--- src/rtl/riscv_state_pkg.sv ---
// Shared memory-access types for the RV12 data-memory path.
// Also holds the per-size byte-mask helper.
package riscv_state_pkg;

    typedef enum logic [1:0] {
        BYTE  = 2'd0,
        HALF  = 2'd1,
        WORD  = 2'd2,
        DWORD = 2'd3
    } mem_size_t;

    // Low-aligned byte mask for an access of the given size (up to 8 lanes).
    function automatic logic [7:0] size_mask(input mem_size_t size);
        logic [7:0] mask;
        case (size)
            BYTE:    mask = 8'h01;
            HALF:    mask = 8'h03;
            WORD:    mask = 8'h0F;
            DWORD:   mask = 8'hFF;
            default: mask = 8'h00;
        endcase
        return mask;
    endfunction

endpackage

--- src/rtl/riscv_dmem_resp_if.sv ---
// Two-phase (grant/response) data bus between the dmem responder and memory.
interface riscv_dmem_resp_if #(
    parameter int XLEN = 32
);
    logic                req;
    logic [XLEN-1:0]     adr;
    logic                we;
    logic [XLEN/8-1:0]   be;
    logic [XLEN-1:0]     d;
    logic                gnt;
    logic                rvalid;
    logic                err;
    logic [XLEN-1:0]     q;

    modport master (
        output req, adr, we, be, d,
        input  gnt, rvalid, err, q
    );

    modport slave (
        input  req, adr, we, be, d,
        output gnt, rvalid, err, q
    );
endinterface

--- src/rtl/riscv_dmem_be.sv ---
// Alignment check, byte-enable and store-lane shifter for one dmem access.
// Purely combinational; the responder registers the results.
module riscv_dmem_be
    import riscv_state_pkg::*;
#(
    parameter int XLEN = 32
) (
    input  logic [XLEN-1:0]   adr,
    input  mem_size_t         size,
    input  logic [XLEN-1:0]   d,
    output logic              misaligned,
    output logic [XLEN-1:0]   adr_aligned,
    output logic [XLEN/8-1:0] be,
    output logic [XLEN-1:0]   d_lane
);
    localparam int BW  = XLEN / 8;
    localparam int LSB = (XLEN == 64) ? 3 : 2;

    logic [LSB-1:0] off_s;
    logic [7:0]     mask_s;

    assign off_s  = adr[LSB-1:0];
    assign mask_s = size_mask(size);

    // Natural alignment per access size, then lane placement within the bus word.
    always_comb begin
        case (size)
            BYTE:    misaligned = 1'b0;
            HALF:    misaligned = adr[0];
            WORD:    misaligned = |adr[1:0];
            DWORD:   misaligned = |adr[2:0];
            default: misaligned = 1'b1;
        endcase
        adr_aligned = {adr[XLEN-1:LSB], {LSB{1'b0}}};
        be          = mask_s[BW-1:0] << off_s;
        d_lane      = d << {off_s, 3'b000};
    end

endmodule

--- src/rtl/riscv_dmem_resp.sv ---
// Data-memory responder: checks a MEM-stage request, runs it on the two-phase
// bus and returns a one-cycle ack/err/misaligned/page_fault pulse with raw data.
module riscv_dmem_resp
    import riscv_state_pkg::*;
#(
    parameter int XLEN = 32
) (
    input  logic              clk_i,
    input  logic              rst_i,
    input  logic              mem_req_i,
    input  logic [XLEN-1:0]   mem_adr_i,
    input  logic [1:0]        mem_size_i,
    input  logic              mem_we_i,
    input  logic [XLEN-1:0]   mem_d_i,
    input  logic              pma_fault_i,
    input  logic              page_fault_i,
    input  logic              flush_i,
    output logic              dmem_ack_o,
    output logic              dmem_err_o,
    output logic              dmem_misaligned_o,
    output logic              dmem_page_fault_o,
    output logic [XLEN-1:0]   dmem_q_o,
    output logic              dmem_busy_o,
    riscv_dmem_resp_if.master bus
);
    typedef enum logic [1:0] {
        IDLE = 2'd0,
        ADDR = 2'd1,
        DATA = 2'd2
    } state_t;

    localparam bit NO_DWORD = (XLEN == 32);

    state_t              state_r;
    logic                kill_r;
    mem_size_t           size_s;
    logic                misaligned_s;
    logic                dword_illegal_s;
    logic [XLEN-1:0]     adr_aligned_s;
    logic [XLEN/8-1:0]   be_s;
    logic [XLEN-1:0]     d_lane_s;

    assign size_s          = mem_size_t'(mem_size_i);
    assign dword_illegal_s = NO_DWORD && (size_s == DWORD);

    riscv_dmem_be #(
        .XLEN (XLEN)
    ) u_be (
        .adr         (mem_adr_i),
        .size        (size_s),
        .d           (mem_d_i),
        .misaligned  (misaligned_s),
        .adr_aligned (adr_aligned_s),
        .be          (be_s),
        .d_lane      (d_lane_s)
    );

    // Access sequencer with registered response, busy and bus address-phase fields.
    // A flush during an access lets the bus cycle finish but swallows its response.
    always_ff @(posedge clk_i) begin
        if (rst_i) begin
            state_r           <= IDLE;
            kill_r            <= 1'b0;
            dmem_ack_o        <= 1'b0;
            dmem_err_o        <= 1'b0;
            dmem_misaligned_o <= 1'b0;
            dmem_page_fault_o <= 1'b0;
            dmem_q_o          <= '0;
            dmem_busy_o       <= 1'b0;
            bus.req           <= 1'b0;
            bus.adr           <= '0;
            bus.we            <= 1'b0;
            bus.be            <= '0;
            bus.d             <= '0;
        end else begin
            dmem_ack_o        <= 1'b0;
            dmem_err_o        <= 1'b0;
            dmem_misaligned_o <= 1'b0;
            dmem_page_fault_o <= 1'b0;
            case (state_r)
                IDLE: begin
                    if (mem_req_i && !flush_i) begin
                        if (misaligned_s) begin
                            dmem_misaligned_o <= 1'b1;
                        end else if (page_fault_i) begin
                            dmem_page_fault_o <= 1'b1;
                        end else if (pma_fault_i || dword_illegal_s) begin
                            dmem_err_o <= 1'b1;
                        end else begin
                            state_r     <= ADDR;
                            kill_r      <= 1'b0;
                            dmem_busy_o <= 1'b1;
                            bus.req     <= 1'b1;
                            bus.adr     <= adr_aligned_s;
                            bus.we      <= mem_we_i;
                            bus.be      <= be_s;
                            bus.d       <= d_lane_s;
                        end
                    end
                end
                ADDR: begin
                    if (flush_i) begin
                        kill_r <= 1'b1;
                    end
                    if (bus.gnt) begin
                        state_r <= DATA;
                        bus.req <= 1'b0;
                    end
                end
                DATA: begin
                    if (flush_i) begin
                        kill_r <= 1'b1;
                    end
                    if (bus.rvalid) begin
                        state_r     <= IDLE;
                        kill_r      <= 1'b0;
                        dmem_busy_o <= 1'b0;
                        if (!kill_r && !flush_i) begin
                            dmem_ack_o <= ~bus.err;
                            dmem_err_o <= bus.err;
                            dmem_q_o   <= bus.q;
                        end
                    end
                end
                default: begin
                    state_r     <= IDLE;
                    kill_r      <= 1'b0;
                    dmem_busy_o <= 1'b0;
                    bus.req     <= 1'b0;
                end
            endcase
        end
    end

endmodule
--- src/flat_wrapper.sv ---
// flat-port wrapper written by rule: the top's interface ports become plain ports
module riscv_dmem_resp_flat import riscv_state_pkg::*;
#(
    parameter int XLEN = 32
)
  (clk_i, rst_i, mem_req_i, mem_adr_i, mem_size_i, mem_we_i, mem_d_i, pma_fault_i, page_fault_i, flush_i, dmem_ack_o, dmem_err_o, dmem_misaligned_o, dmem_page_fault_o, dmem_q_o, dmem_busy_o, bus_req, bus_adr, bus_we, bus_be, bus_d, bus_gnt, bus_rvalid, bus_err, bus_q);
  riscv_dmem_resp_if #(.XLEN(XLEN)) bus_i ();
  input  logic clk_i;
  input  logic rst_i;
  input  logic mem_req_i;
  input  logic [XLEN-1:0] mem_adr_i;
  input  logic [1:0] mem_size_i;
  input  logic mem_we_i;
  input  logic [XLEN-1:0] mem_d_i;
  input  logic pma_fault_i;
  input  logic page_fault_i;
  input  logic flush_i;
  output logic dmem_ack_o;
  output logic dmem_err_o;
  output logic dmem_misaligned_o;
  output logic dmem_page_fault_o;
  output logic [XLEN-1:0] dmem_q_o;
  output logic dmem_busy_o;
  output wire logic [$bits(bus_i.req)-1:0] bus_req;
  output wire logic [$bits(bus_i.adr)-1:0] bus_adr;
  output wire logic [$bits(bus_i.we)-1:0] bus_we;
  output wire logic [$bits(bus_i.be)-1:0] bus_be;
  output wire logic [$bits(bus_i.d)-1:0] bus_d;
  input wire logic [$bits(bus_i.gnt)-1:0] bus_gnt;
  input wire logic [$bits(bus_i.rvalid)-1:0] bus_rvalid;
  input wire logic [$bits(bus_i.err)-1:0] bus_err;
  input wire logic [$bits(bus_i.q)-1:0] bus_q;
  assign bus_req = bus_i.req;
  assign bus_adr = bus_i.adr;
  assign bus_we = bus_i.we;
  assign bus_be = bus_i.be;
  assign bus_d = bus_i.d;
  assign bus_i.gnt = bus_gnt;
  assign bus_i.rvalid = bus_rvalid;
  assign bus_i.err = bus_err;
  assign bus_i.q = bus_q;
  riscv_dmem_resp #(.XLEN(XLEN)) u_core (.clk_i(clk_i), .rst_i(rst_i), .mem_req_i(mem_req_i), .mem_adr_i(mem_adr_i), .mem_size_i(mem_size_i), .mem_we_i(mem_we_i), .mem_d_i(mem_d_i), .pma_fault_i(pma_fault_i), .page_fault_i(page_fault_i), .flush_i(flush_i), .dmem_ack_o(dmem_ack_o), .dmem_err_o(dmem_err_o), .dmem_misaligned_o(dmem_misaligned_o), .dmem_page_fault_o(dmem_page_fault_o), .dmem_q_o(dmem_q_o), .dmem_busy_o(dmem_busy_o), .bus(bus_i));
endmodule
--- config.mk ---
export PLATFORM = sky130hd
export DESIGN_NAME = riscv_dmem_resp_flat
export DESIGN_NICKNAME = d
export VERILOG_FILES = /design/src/rtl/riscv_state_pkg.sv /design/src/rtl/riscv_dmem_resp_if.sv /design/src/rtl/riscv_dmem_be.sv /design/src/rtl/riscv_dmem_resp.sv /design/src/flat_wrapper.sv
export SDC_FILE = /design/constraint.sdc
export NUM_CORES = 1
export LEC_CHECK = 0
export ABC_CLOCK_PERIOD_IN_PS = 2060
export BUFFER_PORTS_ARGS = -buffer_cell sky130_fd_sc_hd__buf_4
export CAP_MARGIN = 20
export CORE_UTILIZATION = 46
export CTS_CLUSTER_SIZE = 10
export DETAILED_ROUTE_END_ITERATION = 8
export PLACE_DENSITY = 0.91
export SLEW_MARGIN = 20
export SYNTH_ARGS = -nofsm -noshare
export SYNTH_HDL_FRONTEND = slang
export SYNTH_SLANG_ARGS = --single-unit
--- constraint.sdc ---
create_clock -name clk_i -period 2.06 [get_ports clk_i]
set_input_delay 0.412 -clock clk_i [delete_from_list [all_inputs] [get_ports clk_i]]
set_output_delay 0.412 -clock clk_i [all_outputs]
set_load 0.01 [all_outputs]
==> flow_summary_export.csv, run 1 <==
group,metric,value,unit
worst_setup_path,worst_setup_path_start_kind,"register",
yosys,synth-seq-area-share,49.88,%
place,portBuffers,212,
floorplanning,row_count,35,
cells_and_area,finalNetCount,849,
sta,skew,0.01158,ns
yosys,ys_warn_count,0,
global_routing,grt_max_degree,59,
detailed_routing,wl,13.01,mm
clock_tree,cts-buffers-inserted,9,
yosys,syn_area,4334,µm²
clock_tree,clk_pin_slew,0.10,ns
place,dp_hpwl,9.542,mm
cells_and_area,final_layout_size_suffix_gt1_share,34.45,%
sta,final_max_slew_viol_count,0,
place,gp_congestion,0.8153,
detailed_routing,ant_nets,0,
clock_tree,htree_levels,3,
place,dp_cells,838,
cells_and_area,n_antenna_cell,0,
floorplanning,die_y,99.07,µm
cells_and_area,stdcell_count,854,
worst_setup_path,crit_fanout,30,
power_and_ir_drop,p_leak,2.640,nW
sta,relSlewSlack,45.69,%
clock_tree,ctsResizeCount,0,
detailed_routing,drtIter0Drc,154,
clock_tree,clkLatencyLatePin,0.36,ns
detailed_routing,drt_pass1_iterations,4,
floorplanning,die_x,99.07,µm
floorplanning,core,9196,µm²
global_routing,grt_util_all_layers,26.05,%
clock_tree,cts_setup_buffers,0,
worst_setup_path,reg2reg_slack,0.10,ns
worst_setup_path,crit_slowest_cell,"a211o_2",
sta,hold_viol_final,0,
global_routing,antenna_found_initial,0,
floorplanning,die_area,9814,µm²
clock_tree,clockBufferDepth,2,
sta,fin_crit_sh,94.90,%
worst_hold_path,hp-class,"input port to register",
yosys,syn_area_per_cell,8.026,µm²
clock_tree,ctsHoldBuffers,0,
worst_setup_path,max_stage_delay,0.53,ns
detailed_routing,drc,0,
cells_and_area,final_core_util,68.19,%
cells_and_area,final_common_cell,"buf_4",
yosys,syn_inst,540,
sta,finalCriticalPeriod,1.955,ns
global_routing,grt_pass1_wl,20.38,mm
worst_setup_path,critPathCaptureType,"register",
sta,fmax,511.5,MHz
status,run_status,"finished clean",
worst_setup_path,arrival,2.24,ns
sta,setup_violations,0,
sta,setup_tns,0,ns
detailed_routing,via_per_inst,5.266,
worst_setup_path,required,2.34,ns
floorplanning,initial_utilization,47.13,%
power_and_ir_drop,cellPowerDensity,651.6,nW/µm²
yosys,synth_cell_type_count,29,
sta,rsz0062_at_grt,"no",
sta,worst_slew_pin_slew,0.8116,ns
clock_tree,cts-root-buf,"clkbuf_8",
detailed_routing,vias,4497,
floorplanning,pin_count,215,
global_routing,grt-ovfl-total,0,
clock_tree,cts_tree,"built",
global_routing,grt_pass1_vias,4362,
cells_and_area,syn_to_final_growth,44.69,%
clock_tree,numClockSinks,108,
worst_setup_path,crit_chain,"inv_1 -> ha_1 -> nand3b_1 -> a211o_2 -> or3_1 -> a21oi_1",
worst_setup_path,criticalPathCategory,"register to register",
detailed_routing,wl_per_cell,15.23,µm
yosys,ys_ff_latch,108,
flow_run,max_cap_viol_count,0,
cells_and_area,final_cell_mix,"buf_4 (227), nand2_1 (165), dfxtp_1 (108), a21oi_1 (95), nor2_1 (23)",
power_and_ir_drop,vdd_drop_max,470.9,µV
cell families (layout without fill, tap and decap cells):
| kind of cell | Yosys count | count (layout) | synth area share, % |
|---|---|---|---|
| adders and majority gates | 3 | 3 | 0.8661 |
| DFF | 108 | 108 | 49.88 |
| buffers and inverters | 47 | 249 | 4.503 |
| other | 1 | 2 | 0.08652 |
| AOI/OAI and AO/OA | 127 | 127 | 17.15 |
| and+or+nand+nor | 230 | 230 | 21.74 |
| muxes | 24 | 24 | 5.774 |
synthesized netlist by cell type:
cell       instances  area, µm²
nand2_1          165      619.3
dfxtp_1          108       2162
a21oi_1           95      475.5
clkbuf_1          29      108.9
nor2_1            23      86.33
mux2i_1           16      160.2
nor3_1            15      75.07
a211oi_1          12      90.09
or3_1             10      62.56
buf_2              9      45.04
nand3_1            9      45.04
o211ai_1           9      67.56
mux2_2             8      90.09
inv_1              4      15.01
nor2b_1            4      25.02
a211o_1            3      26.28
buf_1              3      11.26
ha_1               3      37.54
a21o_1             2      15.01
buf_4              2      15.01
nand3b_1           2      15.01
o21a_1             2      15.01
a2111oi_4          1      27.53
a211oi_2           1      12.51
and3_1             1      6.260
conb_1             1      3.750
nor3b_1            1      7.510
o21ai_0            1      5.000
o221ai_1           1      8.760
state kept, by name, summed over array words and instances (netlist names), 2 cells and up:
signal,cells
u_core.state_r,2
u_core.bus.d,32
u_core.bus.adr,30
u_core.bus.be,4
u_core.dmem_q_o,32
layer usage:
layer	up-vias	wire [µm]	share of wire [%]	track usage (%)
li1	2198	-	-	-
met1	2082	5006	38	29.32
met2	201	6717	52	47.71
met3	16	1129	8.7	7.872
met4	0	156	1.2	6.900
met5	-	0	0	0
report_power, final:
group | switching [mW] | internal [mW]
Clock | 0.707 | 0.669
Combinational | 0.278 | 0.282
Sequential | 0.0223 | 2.13
Total | 1.01 | 3.08
cell type report:
type / count / area (µm²)
Sequential cell: 108 / 2162
Tap cell: 111 / 138.9
Inverter: 4 / 15.01
Clock buffer: 12 / 165.2
Multi-Input combinational cell: 386 / 1989
Fill cell: 750 / 2925
Clock inverter: 4 / 56.30
Timing Repair Buffer: 229 / 1744
through the flow:
step | setup WS, ns | power [mW] | hold slack, ns | area (µm²)
2_1_floorplan | 0.2873 | 2.450 | 0.4744 | 4338
3_3_place_gp | 0.1080 | 2.734 | 0.4427 | 6050
3_5_place_dp | 0.02367 | 2.754 | 0.4487 | 6050
4_1_cts | 0.1254 | 4.126 | 0.2027 | 6271
5_1_grt | 0.002934 | 4.275 | 0.2072 | 6271
6_report | 0.1050 | 4.086 | 0.2260 | 6271
path summary, 6_finish.rpt:
path,from,end,depth (start not counted)
max,u_core.state_r[1],u_core.bus.d[15],6
min,bus_err,u_core.dmem_ack_o,2
max reg2reg,u_core.state_r[1],u_core.bus.d[15],6
min reg2reg,u_core.bus.adr[11],u_core.bus.adr[11],2
worst max-delay path: cells and delay by family, from the launching register on:
kind,cells,cell delay [ns]
AO/OA/AOI/OAI,2,0.70
adder cells (fa/ha/maj),1,0.19
buffers and inverters,1,0.11
flip-flops,1,0.34
AND/OR/NAND/NOR,2,0.53
No activity file was read; power rests on OpenSTA's default activity.
==> run 2: changes to the inputs <==
--- a/config.mk
+++ b/config.mk
@@ -8,11 +8,13 @@
 export ABC_CLOCK_PERIOD_IN_PS = 2060
 export BUFFER_PORTS_ARGS = -buffer_cell sky130_fd_sc_hd__buf_4
 export CAP_MARGIN = 20
-export CORE_UTILIZATION = 46
+export CORE_UTILIZATION = 47
 export CTS_CLUSTER_SIZE = 10
 export DETAILED_ROUTE_END_ITERATION = 8
 export PLACE_DENSITY = 0.91
+export SETUP_SLACK_MARGIN = 0.1
 export SLEW_MARGIN = 20
 export SYNTH_ARGS = -nofsm -noshare
 export SYNTH_HDL_FRONTEND = slang
+export SYNTH_HIERARCHICAL = 1
 export SYNTH_SLANG_ARGS = --single-unit
==> flow_summary_export.csv, run 2 <==
group,metric,value,unit
yosys,syn_area,4762,µm²
floorplanning,pin_count,215,
floorplanning,die_x,102.7,µm
sta,fin_crit_sh,89.18,%
sta,hold_viol_final,0,
detailed_routing,wl,12.32,mm
floorplanning,row_count,36,
worst_setup_path,crit_chain,"inv_1 -> ha_1 -> nand2b_4 -> or4_4 -> buf_12 -> nand2_1 -> a21oi_1",
worst_hold_path,min_from,"bus_err",
yosys,yosys.area_share.xor_xnor,0,%
yosys,ys_top_cells_by_area,"dfxtp_1 (46%), nand2_1 (16%), a21oi_1 (11%)",
detailed_routing,ant_nets,0,
cells_and_area,final_layout_size_suffix_gt1_share,32.42,%
clock_tree,cts-buffers-inserted,9,
power_and_ir_drop,vdd_drop_max,331.6,µV
yosys,syn_area_per_cell,7.937,µm²
floorplanning,die_y,102.7,µm
clock_tree,ctsResizeCount,0,
cells_and_area,syn_to_final_growth,35.08,%
global_routing,grt-ovfl-total,0,
global_routing,grt_pass1_vias,3833,
cells_and_area,finalNetCount,874,
cells_and_area,final_core_util,65.51,%
clock_tree,htree_levels,3,
clock_tree,clkLatencyLatePin,0.36,ns
sta,relSlewSlack,63.18,%
yosys,yosysTopAreaCell,"dfxtp_1",
power_and_ir_drop,cellPowerDensity,584.4,nW/µm²
yosys,synth_fa_ha_area_share,0.7882,%
worst_setup_path,crit_fanout,39,
yosys,synthTopCellsByCount,"nand2_1 (204), dfxtp_1 (110), a21oi_1 (107)",
global_routing,antenna_found_initial,0,
sta,final_max_slew_viol_count,0,
detailed_routing,wl_per_cell,13.68,µm
worst_hold_path,hp-class,"input port to register",
clock_tree,cts_setup_buffers,0,
yosys,synth-seq-area-share,46.24,%
cells_and_area,largestRegisters,"u_core/bus.adr (32), u_core/bus.d (32), u_core/dmem_q_o (32)",
cells_and_area,final_common_cell,"buf_4",
yosys,synthSimpleGateAreaFrac,21.73,%
sta,setup_violations,0,
worst_setup_path,arrival,2.06,ns
yosys,ys_warn_count,6,
place,gp_congestion,0.9036,
yosys,synth_compound_area_share,14.53,%
sta,hold_slack,0.2427,ns
clock_tree,cts_tree,"built",
yosys,ys_ff_latch,110,
global_routing,grt_pass1_wl,18.32,mm
sta,finalCriticalPeriod,1.837,ns
sta,skew,0.02049,ns
floorplanning,core,9819,µm²
sta,rsz0062_at_grt,"no",
clock_tree,cts-root-buf,"clkbuf_8",
flow_run,max_cap_viol_count,0,
clock_tree,clk_pin_slew,0.09,ns
worst_setup_path,critPathCaptureType,"register",
detailed_routing,drt_pass1_iterations,4,
yosys,synth_top_area_share,46.24,%
yosys,synth_cell_type_count,35,
floorplanning,die_area,10540,µm²
detailed_routing,drtIter0Drc,214,
worst_setup_path,max_stage_delay,0.54,ns
worst_setup_path,criticalPathCategory,"register to register",
power_and_ir_drop,finalPower,3.759,mW
yosys,synth-edff-count,0,
yosys,synthArstFlopShare,0,%
clock_tree,ctsHoldBuffers,0,
detailed_routing,drc,0,
worst_setup_path,cp_num_buf_inv,2,
yosys,yosysMostFrequentCell,"nand2_1",
cells_and_area,n_antenna_cell,0,
clock_tree,numClockSinks,110,
worst_setup_path,crit_slowest_cell,"or4_4",
worst_setup_path,timing.rr.start,"u_core/state_r[0]",
place,portBuffers,214,
global_routing,grt_util_all_layers,22.12,%
worst_setup_path,required,2.28,ns
global_routing,grt_max_degree,48,
worst_setup_path,worst_setup_path_start_kind,"register",
clock_tree,clockBufferDepth,2,
sta,setup_tns,0,ns
status,run_status,"finished clean",
power_and_ir_drop,p_leak,2.723,nW
yosys,synth_top_family_by_area,"simple AND/OR/NAND/NOR gates",
sta,worst_slew_pin_slew,0.5473,ns
yosys,ys.flop_type,"dfxtp_1",
floorplanning,initial_utilization,48.50,%
detailed_routing,via_per_inst,4.910,
cells_and_area,final_cell_mix,"buf_4 (222), nand2_1 (204), dfxtp_1 (110), a21oi_1 (106), mux2i_1 (32)",
place,dp_hpwl,9.036,mm
detailed_routing,vias,4424,
worst_setup_path,crit_path_start,"u_core/state_r[0]",
yosys,syn_inst,600,
yosys,synthMuxAreaShare,6.726,%
sta,fmax,544.3,MHz
worst_setup_path,cp_top_family,"simple AND/OR/NAND/NOR gates",
==> run 2: cell types whose count changed in the layout (fill, tap and decap cells not counted), sizes merged, moves of 7 or more <==
cell,change
nand2,+39
nand3,-9
nor3,-7
o211ai,-9
and2,+8
mux2i,+16
a211oi,-10
a21oi,+12
or3,-10
o2bb2ai,+8
nor2,-8
mux2,-8
==> run 2: path summary, 6_finish.rpt <==
kind	endpoint	slack, ns	cells after the start
min reg2reg	u_core/bus.d[1]	0.46	2
max	u_core/bus.adr[17]	0.22	7
min	u_core/dmem_ack_o	0.24	2
max reg2reg	u_core/bus.adr[17]	0.22	7
==> run 2: per-layer routing <==
| metal | vias up | GRT usage [%] | share of wire (%) |
|---|---|---|---|
| li1 | 2260 | - | - |
| met1 | 1998 | 27.84 | 43 |
| met2 | 149 | 37.54 | 49 |
| met3 | 17 | 4.339 | 5.9 |
| met4 | 0 | 8.022 | 1.8 |
| met5 | - | 0 | 0 |
==> run 2: final cells by class <==
class | instances | area, µm²
multi-input combinational | 412 | 2118
clock buffer | 11 | 141.4
sequential | 110 | 2202
tap | 133 | 166.4
clock inverter | 5 | 42.54
fill | 880 | 3387
timing repair buffer | 226 | 1747
inverter | 4 | 15.01
==> run 2: power breakdown <==
| part | switching (mW) | internal (mW) |
|---|---|---|
| Combinational | 0.190 | 0.224 |
| Clock | 0.714 | 0.486 |
| Sequential | 0.00709 | 2.14 |
| Total | 0.911 | 2.85 |
==> run 2: metrics by stage <==
stage               worst slack (ns)  cell area [µm²]  std cells
finish                        0.2229             6432        901
global route                  0.1252             6432        901
CTS                           0.2385             6432        901
detailed placement            0.1514             6248        885
global placement              0.1911             6248        885
floorplan                    0.02852             4797        601
==> run 2: cell families after synthesis <==
kind of cell / Yosys count
simple gates: 248
compound gates: 127
flops: 110
buf+inv: 79
mux: 32
fa+ha+maj: 3
other cells: 1
==> run 2: worst reg2reg max path: stages, from the launching register on <==
cell and delay, ns:
dfxtp_1 0.34, inv_1 0.09, ha_1 0.29, nand2b_4 0.11, or4_4 0.54, buf_12 0.20, nand2_1 0.10, a21oi_1 0.06
